==> src/rtl/sigma_delta_adc.sv <==
// sigma_delta_adc: samples a 1-bit comparator stream on a prescaled tick, drives
// the RC feedback pin, and decimates the stream into a DAC_WIDTH-bit code using
// a boxcar count of ones over a 2^DAC_WIDTH-tick window.
module sigma_delta_adc #(
    parameter int unsigned CLOCK_PRESCALER = 24,
    parameter int unsigned DAC_WIDTH       = 12,
    parameter int unsigned SETTLE_WINDOWS  = 2
) (
    input  logic                 clock,
    input  logic                 reset,
    input  logic                 enable,
    input  logic                 sdm_in,
    output logic                 sdm_fb,
    output logic [DAC_WIDTH-1:0] adc_value,
    output logic                 adc_valid,
    output logic                 adc_overrange
);

    localparam int unsigned PwRaw = $clog2(CLOCK_PRESCALER + 1);
    localparam int unsigned PW    = (PwRaw > 0) ? PwRaw : 1;
    localparam int unsigned SwRaw = $clog2(SETTLE_WINDOWS + 1);
    localparam int unsigned SW    = (SwRaw > 0) ? SwRaw : 1;

    typedef enum logic [1:0] {StIdle, StSettle, StRun} state_e;

    state_e               r_state;
    state_e               w_state_next;
    logic                 r_sync1;
    logic                 r_sync2;
    logic [PW-1:0]        r_prescaler;
    logic [DAC_WIDTH-1:0] r_sample_cnt;
    logic [DAC_WIDTH:0]   r_ones_acc;
    logic [SW-1:0]        r_settle_cnt;
    logic                 w_tick;
    logic                 w_win_end;
    logic [DAC_WIDTH:0]   w_total;
    logic                 w_full;

    assign w_tick    = (r_state != StIdle) && (r_prescaler == PW'(CLOCK_PRESCALER));
    assign w_win_end = w_tick && (r_sample_cnt == '1);
    // Count of ones in the window including the bit sampled on this tick.
    assign w_total   = r_ones_acc + (DAC_WIDTH + 1)'(r_sync2);
    assign w_full    = w_total[DAC_WIDTH];

    // Two-flop synchronizer for the asynchronous comparator output; free-running.
    always_ff @(posedge clock) begin
        r_sync1 <= sdm_in;
        r_sync2 <= r_sync1;
    end

    // FSM state register.
    always_ff @(posedge clock) begin
        if (reset) begin
            r_state <= StIdle;
        end else begin
            r_state <= w_state_next;
        end
    end

    // FSM next state; dropping enable returns to idle from any state.
    always_comb begin
        w_state_next = r_state;
        if (!enable) begin
            w_state_next = StIdle;
        end else begin
            case (r_state)
                StIdle:   w_state_next = StSettle;
                StSettle: begin
                    if (r_settle_cnt == SW'(SETTLE_WINDOWS)) begin
                        w_state_next = StRun;
                    end
                end
                StRun:    w_state_next = StRun;
                default:  w_state_next = StIdle;
            endcase
        end
    end

    // Prescaler, sample/ones/settle counters; cleared whenever idle or leaving.
    always_ff @(posedge clock) begin
        if (reset || !enable || (r_state == StIdle)) begin
            r_prescaler  <= '0;
            r_sample_cnt <= '0;
            r_ones_acc   <= '0;
            r_settle_cnt <= '0;
        end else begin
            r_prescaler <= w_tick ? '0 : r_prescaler + 1'b1;
            if (w_tick) begin
                r_sample_cnt <= r_sample_cnt + 1'b1;
                if (w_win_end) begin
                    r_ones_acc <= '0;
                    if (r_state == StSettle) begin
                        r_settle_cnt <= r_settle_cnt + 1'b1;
                    end
                end else begin
                    r_ones_acc <= w_total;
                end
            end
        end
    end

    // Outputs: feedback follows the tick bit, result published at RUN window ends.
    always_ff @(posedge clock) begin
        if (reset) begin
            sdm_fb        <= 1'b0;
            adc_value     <= '0;
            adc_valid     <= 1'b0;
            adc_overrange <= 1'b0;
        end else if (!enable || (r_state == StIdle)) begin
            // Leaving or sitting in idle wins over any coincident window end.
            sdm_fb    <= 1'b0;
            adc_valid <= 1'b0;
        end else begin
            adc_valid <= 1'b0;
            if (w_tick) begin
                sdm_fb <= r_sync2;
            end
            if (w_win_end && (r_state == StRun)) begin
                adc_value     <= w_full ? '1 : w_total[DAC_WIDTH-1:0];
                adc_overrange <= w_full;
                adc_valid     <= 1'b1;
            end
        end
    end

endmodule

==> config.mk <==
export PLATFORM = sky130hd
export DESIGN_NAME = sigma_delta_adc
export DESIGN_NICKNAME = d
export VERILOG_FILES = /design/src/rtl/sigma_delta_adc.sv
export SDC_FILE = /design/constraint.sdc
export NUM_CORES = 1
export LEC_CHECK = 0
export BUFFER_PORTS_ARGS = -buffer_cell sky130_fd_sc_hd__buf_2
export CAP_MARGIN = 30
export CORE_MARGIN = 8
export CORE_UTILIZATION = 25
export DETAILED_ROUTE_END_ITERATION = 12
export HOLD_SLACK_MARGIN = 0.08
export PLACE_DENSITY = 0.48
export SETUP_SLACK_MARGIN = 0.3
export SYNTH_ARGS = -nofsm -noshare
export SYNTH_HDL_FRONTEND = slang
export SYNTH_SLANG_ARGS = --single-unit
export TNS_END_PERCENT = 100
==> constraint.sdc <==
create_clock -name clock -period 6.1 [get_ports clock]
set_input_delay 0.305 -clock clock [delete_from_list [all_inputs] [get_ports clock]]
set_output_delay 0.305 -clock clock [all_outputs]
set_load 0.01 [all_outputs]
==> impl_metrics.tcl, run 1 <==
set metrics [dict create \
    status "finished, final reports clean" \
    cp-end-kind "flip-flop" \
    cp.required_ns 6.25 \
    dp_slack_ns 3.828 \
    ys_seq_area_share_pct 43.40 \
    grt_pass1_vias 1782 \
    worst_path_max_delay_cell "nor2_1" \
    seq_area_sq_um 1021 \
    syn_nets 279 \
    synthArstFlopShare_pct 0 \
    die_w_um 113 \
    fin_crit_sh_pct 38.24 \
    cts_root_buffer "clkbuf_8" \
    netlist_top_cells_area "dfxtp_1 (43%), ha_1 (4.8%), nand2_1 (4.1%)" \
    path_cells "inv_1, ha_1, nand4bb_1, or3_1, nor2_1, a311oi_1" \
    powerDensity_nw_per_um2 207.3 \
    clk_path_buf_depth 2 \
    grt_use_total_pct 8.683 \
    peakVddDrop_v 0.00009296 \
    dp_hpwl_um 4030 \
    drc 0 \
    p_leak_nw 0.8762 \
    final.setup.worst_slack_ns 3.767 \
    rsz0062_at_grt "false" \
    n_antenna_cell 0 \
    totalWireLength_um 5553 \
    cts_tree "yes" \
    synth_edf_count 0 \
    cts_setup_buffers 0 \
    synth_cell_types 43 \
    cp_max_fo 8 \
    synth_top_area_share_pct 43.40 \
    die_h_um 113 \
    min_path_type "in -> reg" \
    mappedNetlistArea_sq_um 2352 \
    arrival_ns 2.49 \
    slowest_delay_ns 0.50 \
    avgSynthCellArea_sq_um 8.843 \
    ctsHoldBuffers 0 \
    cts-htree-levels 2 \
    multi_input_comb_area_sq_um 1247 \
    synth_ff_type "dfxtp_1" \
    drive_gt1_share_pct 12.06 \
    hold_viol_final 0 \
    clk_latency_ns 0.31 \
    clock_skew_ns 0.01237 \
    critPathLaunchType "flip-flop" \
    setup_violations 0 \
    via_count 1949 \
    vias_per_cell 4.959 \
    ant_nets 0 \
    cts_resized 0 \
    drt_iter0_markers 132 \
    drt_pass1_iterations 4 \
    io_pins 19 \
    grt_max_degree 19 \
    cts_buffers 5 \
    wire_per_inst_um 14.13 \
    worst_slew_pin_slew_ns 0.9978 \
    rows 35 \
    drv_cap 0 \
    tns_ns 0 \
    crit_type "reg -> reg" \
    die_area_sq_um 12770 \
    clock-sinks 51 \
    slew_headroom_pct 33.00 \
    slew_viol_final 0 \
    core_sq_um 9196 \
    whs_ns 0.1073 \
    fin_nets 294 \
    ys_ff_latch 51 \
    antenna_found_initial 0 \
    port-buffer-count 18 \
    max_freq_mhz 428.7 \
    place.gp.congestion 0.7470 \
    area_delta_synth_final_pct 12.18 \
    clkSlewWorstSetupHoldPaths_ns 0.10 \
    grt_overflow 0 \
    netlist_instances 266 \
    period_needed_ns 2.333 \
    ys_warn_count 0 \
    synth_area_leader_cell "dfxtp_1" \
    fillers 973 \
    initial_core_util_pct 25.58 \
    grt_pass1_wl_um 9032 \
]
-- Yosys cell counts (2+ instances only) --
cell type  count
a211oi_1       5
a21o_1         2
a21oi_1       18
a22o_1         2
a311oi_1      10
and2_1         5
and3_1         2
buf_2          3
clkbuf_1       9
dfxtp_1       51
ha_1           9
inv_1          8
mux2i_1        2
nand2_1       26
nand2b_1       4
nand3_1       13
nand4_1        7
nor2_1        15
nor3_1         9
nor4_1         4
o211ai_1       4
o21ai_0       11
o31ai_1        3
or3_1          5
or4_1          6
xnor2_1        9
xor2_1         8
-- worst max-delay path, delay by kind of cell (launching register included) --
family | cells | cell delay (ns)
AND/OR/NAND/NOR | 3 | 1.28
flip-flops | 1 | 0.37
adder cells (fa/ha/maj) | 1 | 0.26
AO/OA/AOI/OAI | 1 | 0.19
buffers and inverters | 1 | 0.07
-- power by group --
part           total [mW]  switching (mW)  internal, mW
sequential          0.335         0.00106         0.334
clock               0.196           0.116        0.0806
combinational      0.0154          0.0100       0.00540
total               0.547           0.127         0.420
-- flip-flops by register name, summed over array words and instances (netlist names) --
signal / flops
adc_overrange: 1
adc_valid: 1
adc_value: 12
r_ones_acc: 13
r_prescaler: 5
r_sample_cnt: 12
r_settle_cnt: 2
r_state: 2
r_sync1: 1
r_sync2: 1
sdm_fb: 1
-- area by class of cell --
type | count | share of cell area [%]
multi-input cells | 194 | 47.27
flip-flops and latches | 51 | 38.69
well taps | 111 | 5.263
repair buffers | 21 | 4.410
clock buffers | 6 | 2.750
inverters | 8 | 1.138
clock inverters | 2 | 0.4742
-- worst paths after layout --
| check | slack (ns) | start | depth (start not counted) | end |
|---|---|---|---|---|
| setup / recovery | 3.77 | r_state[0] | 6 | adc_value[4] |
| hold / removal | 0.11 | sdm_in | 1 | r_sync1 |
| setup reg to reg | 3.77 | r_state[0] | 6 | adc_value[4] |
| hold reg to reg | 0.33 | r_sync1 | 0 | r_sync2 |
-- cell families (layout without fill, tap and decap cells) --
family	after synthesis	after routing	synth area share, %
flip-flops	51	51	43.40
XOR/XNOR	17	17	6.330
buffers and inverters	21	37	3.563
multiplexers	2	2	0.8511
AND/OR/NAND/NOR	107	107	24.57
adder cells (fa/ha/maj)	9	9	4.787
AO/OA/AOI/OAI	59	59	16.49
-- through the flow --
stage | total power, mW | util, % | instance area, sq um | instances
global route | 0.5691 | 28.69 | 2639 | 393
finish | 0.5471 | 28.69 | 2639 | 393
floorplan | 0.3538 | - | 2352 | 266
global placement | 0.3587 | 27.65 | 2542 | 384
CTS | 0.5580 | 28.69 | 2639 | 393
detailed placement | 0.3589 | 27.77 | 2554 | 385
-- cells in the final DEF, fill, tap and decap left out, drive strengths merged, types with 3 or more instances in the layout --
master,instances
a211oi,5
a21oi,18
a311oi,10
and2,5
buf,21
clkbuf,6
dfxtp,51
ha,9
inv,8
nand2,26
nand2b,4
nand3,13
nand4,8
nor2,15
nor3,10
nor4,4
o211ai,4
o21ai,11
o31ai,3
or3,5
or4,6
xnor2,9
xor2,8
-- per-layer routing --
metal | vias to the layer above | GRT usage [%] | share of wire (%)
li1 | 1007 | - | -
met1 | 910 | 11.74 | 50
met2 | 27 | 13.13 | 44
met3 | 5 | 1.970 | 4.4
met4 | 0 | 3.197 | 1.3
met5 | - | 0 | 0
(Power assumes the default switching activity.)
==> run 2, diff against run 1 <==
--- a/config.mk
+++ b/config.mk
@@ -5,6 +5,7 @@
 export SDC_FILE = /design/constraint.sdc
 export NUM_CORES = 1
 export LEC_CHECK = 0
+export ABC_AREA = 1
 export BUFFER_PORTS_ARGS = -buffer_cell sky130_fd_sc_hd__buf_2
 export CAP_MARGIN = 30
 export CORE_MARGIN = 8
==> constraint.sdc (replaced) <==
create_clock -name clock -period 2.3 [get_ports clock]
set_input_delay 0.115 -clock clock [delete_from_list [all_inputs] [get_ports clock]]
set_output_delay 0.115 -clock clock [all_outputs]
set_load 0.01 [all_outputs]
==> run 2 against run 1 <==
  * Clock skew down 0.0082 ns
  * Area after synthesis up 9.1%
  * First-iteration DRC count shrank 43%
  * Design area increased by 12%
  * Sequential share of layout area down 4.2 points
  * Clock-buffer cell count grew 1
  * Wire length increased by 0.18%
  * Critical endpoint is now adc_value[5]
  * Clock power rose to 2.9 times the previous value
  * Utilization rose by 0.47 points
  * Non-clock buffer count is the same
  * Combinational power grew to 3.3 times the previous value
  * Critical path depth did not move
  * Highest routed layer unchanged
  * Critical path type unchanged
  * Largest power group unchanged
  * Largest cell class unchanged
==> impl_metrics.tcl, run 2 <==
set metrics [dict create \
    status "finished, final reports clean" \
    grt_use_total_pct 8.055 \
    period_needed_ns 1.847 \
    max_freq_mhz 541.5 \
    dp_hpwl_um 4030 \
    n_antenna_cell 0 \
    ys_warn_count 0 \
    clock_skew_ns 0.004212 \
    synth_top_area_share_pct 39.77 \
    clk_path_buf_depth 2 \
    slew_viol_final 0 \
    cts_setup_buffers 0 \
    ys_ff_latch 51 \
    cts_root_buffer "clkbuf_8" \
    clkSlewWorstSetupHoldPaths_ns 0.10 \
    slew_headroom_pct 59.78 \
    synth_edf_count 0 \
    ant_nets 0 \
    fillers 1140 \
    via_count 2244 \
    initial_core_util_pct 25.32 \
    drive_gt1_share_pct 10.49 \
    whs_path_depth 5 \
    synth_cell_types 25 \
    synth.most_common_cell "nand2_1" \
    cp-end-kind "flip-flop" \
    netlist_instances 385 \
    p_leak_nw 1.412 \
    setup_violations 0 \
    cts-htree-levels 2 \
    vias_per_cell 4.110 \
    mappedNetlistArea_sq_um 2567 \
    powerDensity_nw_per_um2 514.1 \
    worst_slew_pin_slew_ns 0.6010 \
    grt_overflow 0 \
    synthArstFlopShare_pct 0 \
    core_sq_um 10140 \
    fin_crit_sh_pct 80.29 \
    clock-sinks 51 \
    clk_latency_ns 0.30 \
    peakVddDrop_v 0.0002478 \
    drv_cap 0 \
    critPathLaunchType "flip-flop" \
    largest_reg_flops 13 \
    ys_seq_area_share_pct 39.77 \
    rows 37 \
    io_pins 19 \
    crit_type "reg -> reg" \
    syn_nets 398 \
    top_register "r_ones_acc" \
    synthTopCellsByCount "nand2_1 (130), nor2_1 (69), inv_1 (58)" \
    layout_commonest_cell "nand2_1" \
    avgSynthCellArea_sq_um 6.669 \
    drc 0 \
    cp_max_fo 13 \
    area_delta_synth_final_pct 15.16 \
    min_path_type "in -> reg" \
    grt_max_degree 27 \
    reg_top3 "r_ones_acc (13), adc_value (12), r_sample_cnt (12)" \
    drt_pass1_iterations 4 \
    cts_tree "yes" \
    antenna_found_initial 0 \
    arrival_ns 2.05 \
    drt_iter0_markers 75 \
    die_area_sq_um 13770 \
    rr_worst_depth 6 \
    grt_pass1_wl_um 9266 \
    dp_cells 534 \
    finalNonFillerCells 546 \
    wire_per_inst_um 10.19 \
    final_cell_mix "nand2_1 (129), nor2_1 (69), inv_1 (58)" \
    fin_nets 422 \
    grt_pass1_vias 2049 \
    die_w_um 117.3 \
    synth_ff_type "dfxtp_1" \
    cp.required_ns 2.51 \
    cts_buffers 5 \
    place.gp.congestion 0.8066 \
    netlist_top_cells_area "dfxtp_1 (40%), nand2_1 (19%), nor2_1 (10%)" \
    rsz0062_at_grt "false" \
    synth_area_leader_cell "dfxtp_1" \
    utilization_pct 29.16 \
    totalWireLength_um 5563 \
    hold_viol_final 0 \
    die_h_um 117.3 \
    port-buffer-count 18 \
    tns_ns 0 \
]
-- run 2: changes by cell type after synthesis, sizes merged, moves of 5 or more --
| cell | delta |
|---|---|
| nand2 | +106 |
| nor2 | +59 |
| inv | +50 |
| a311oi | -10 |
| clkbuf | -10 |
| a21oi | -9 |
| xnor2 | -7 |
| or4 | -6 |
| a211oi | -5 |
| and2 | -5 |
| nor3 | -5 |
| or3 | -5 |
-- run 2: cell families (layout without fill, tap and decap cells) --
kind of cell / count (synthesis) / count (layout) / share of synthesized area (%)
XOR/XNOR: 8 / 8 / 2.729
AO/OA/AOI/OAI: 19 / 19 / 3.850
adder cells (fa/ha/maj): 9 / 9 / 4.386
AND/OR/NAND/NOR: 233 / 235 / 39.08
flip-flops: 51 / 51 / 39.77
buffers and inverters: 65 / 88 / 10.19
-- run 2: cell type report --
cell class / instances / area [sq um] / area share [%]
Sequential cell: 51 / 1021 / 34.53
Clock inverter: 1 / 7.507 / 0.2539
Timing Repair Buffer: 21 / 117.6 / 3.978
Clock buffer: 7 / 96.34 / 3.259
Inverter: 59 / 222.7 / 7.533
Multi-Input combinational cell: 271 / 1321 / 44.69
Tap cell: 136 / 170.2 / 5.755
-- run 2: layer usage --
| metal | share of wire (%) | vias up | wire [um] | track usage, % |
|---|---|---|---|---|
| li1 | - | 1211 | - | - |
| met1 | 49 | 1005 | 2744 | 9.469 |
| met3 | 3.5 | 6 | 196 | 2.302 |
| met2 | 46 | 22 | 2542 | 13.50 |
| met4 | 1.4 | 0 | 79 | 3.163 |
| met5 | 0 | - | 0 | 0 |
-- run 2: final timing paths --
| kind | start | end | slack, ns |
|---|---|---|---|
| max | r_state[0] | adc_value[5] | 0.45 |
| max reg2reg | r_state[0] | adc_value[5] | 0.45 |
| min reg2reg | r_sync1 | r_sync2 | 0.38 |
| min | enable | r_state[1] | 0.22 |
-- run 2: stage by stage --
step | setup WS (ns) | instance area, sq um | hold slack (ns) | total power [mW]
floorplan | 0.7180 | 2567 | 0.1427 | 0.9434
global placement | 0.4523 | 2796 | 0.2206 | 0.9554
detailed placement | 0.4189 | 2796 | 0.2186 | 0.9566
CTS | 0.4021 | 2920 | 0.2142 | 1.552
global route | 0.3038 | 2957 | 0.2507 | 1.589
finish | 0.4533 | 2957 | 0.2157 | 1.520
-- run 2: power breakdown --
group | leakage [nW] | switching [mW] | internal [mW] | total [mW]
clock network | 0.0505 | 0.304 | 0.274 | 0.578
logic | 0.950 | 0.0356 | 0.0151 | 0.0507
registers | 0.412 | 0.00323 | 0.888 | 0.891
-- run 2: worst max-delay path, cell delays in order, from the launching register on --
cell	delay, ns
dfxtp_1	0.34
inv_1	0.08
ha_1	0.25
nor2_1	0.50
nand4_4	0.32
nor2_1	0.20
nor2_1	0.06
-- run 2: timing repair --
action,4_1_cts,5_1_grt
endpoints found under the hold margin,2,0
gates resized for setup,0,2
hold buffers,2,0
endpoints found under the setup margin,0,13
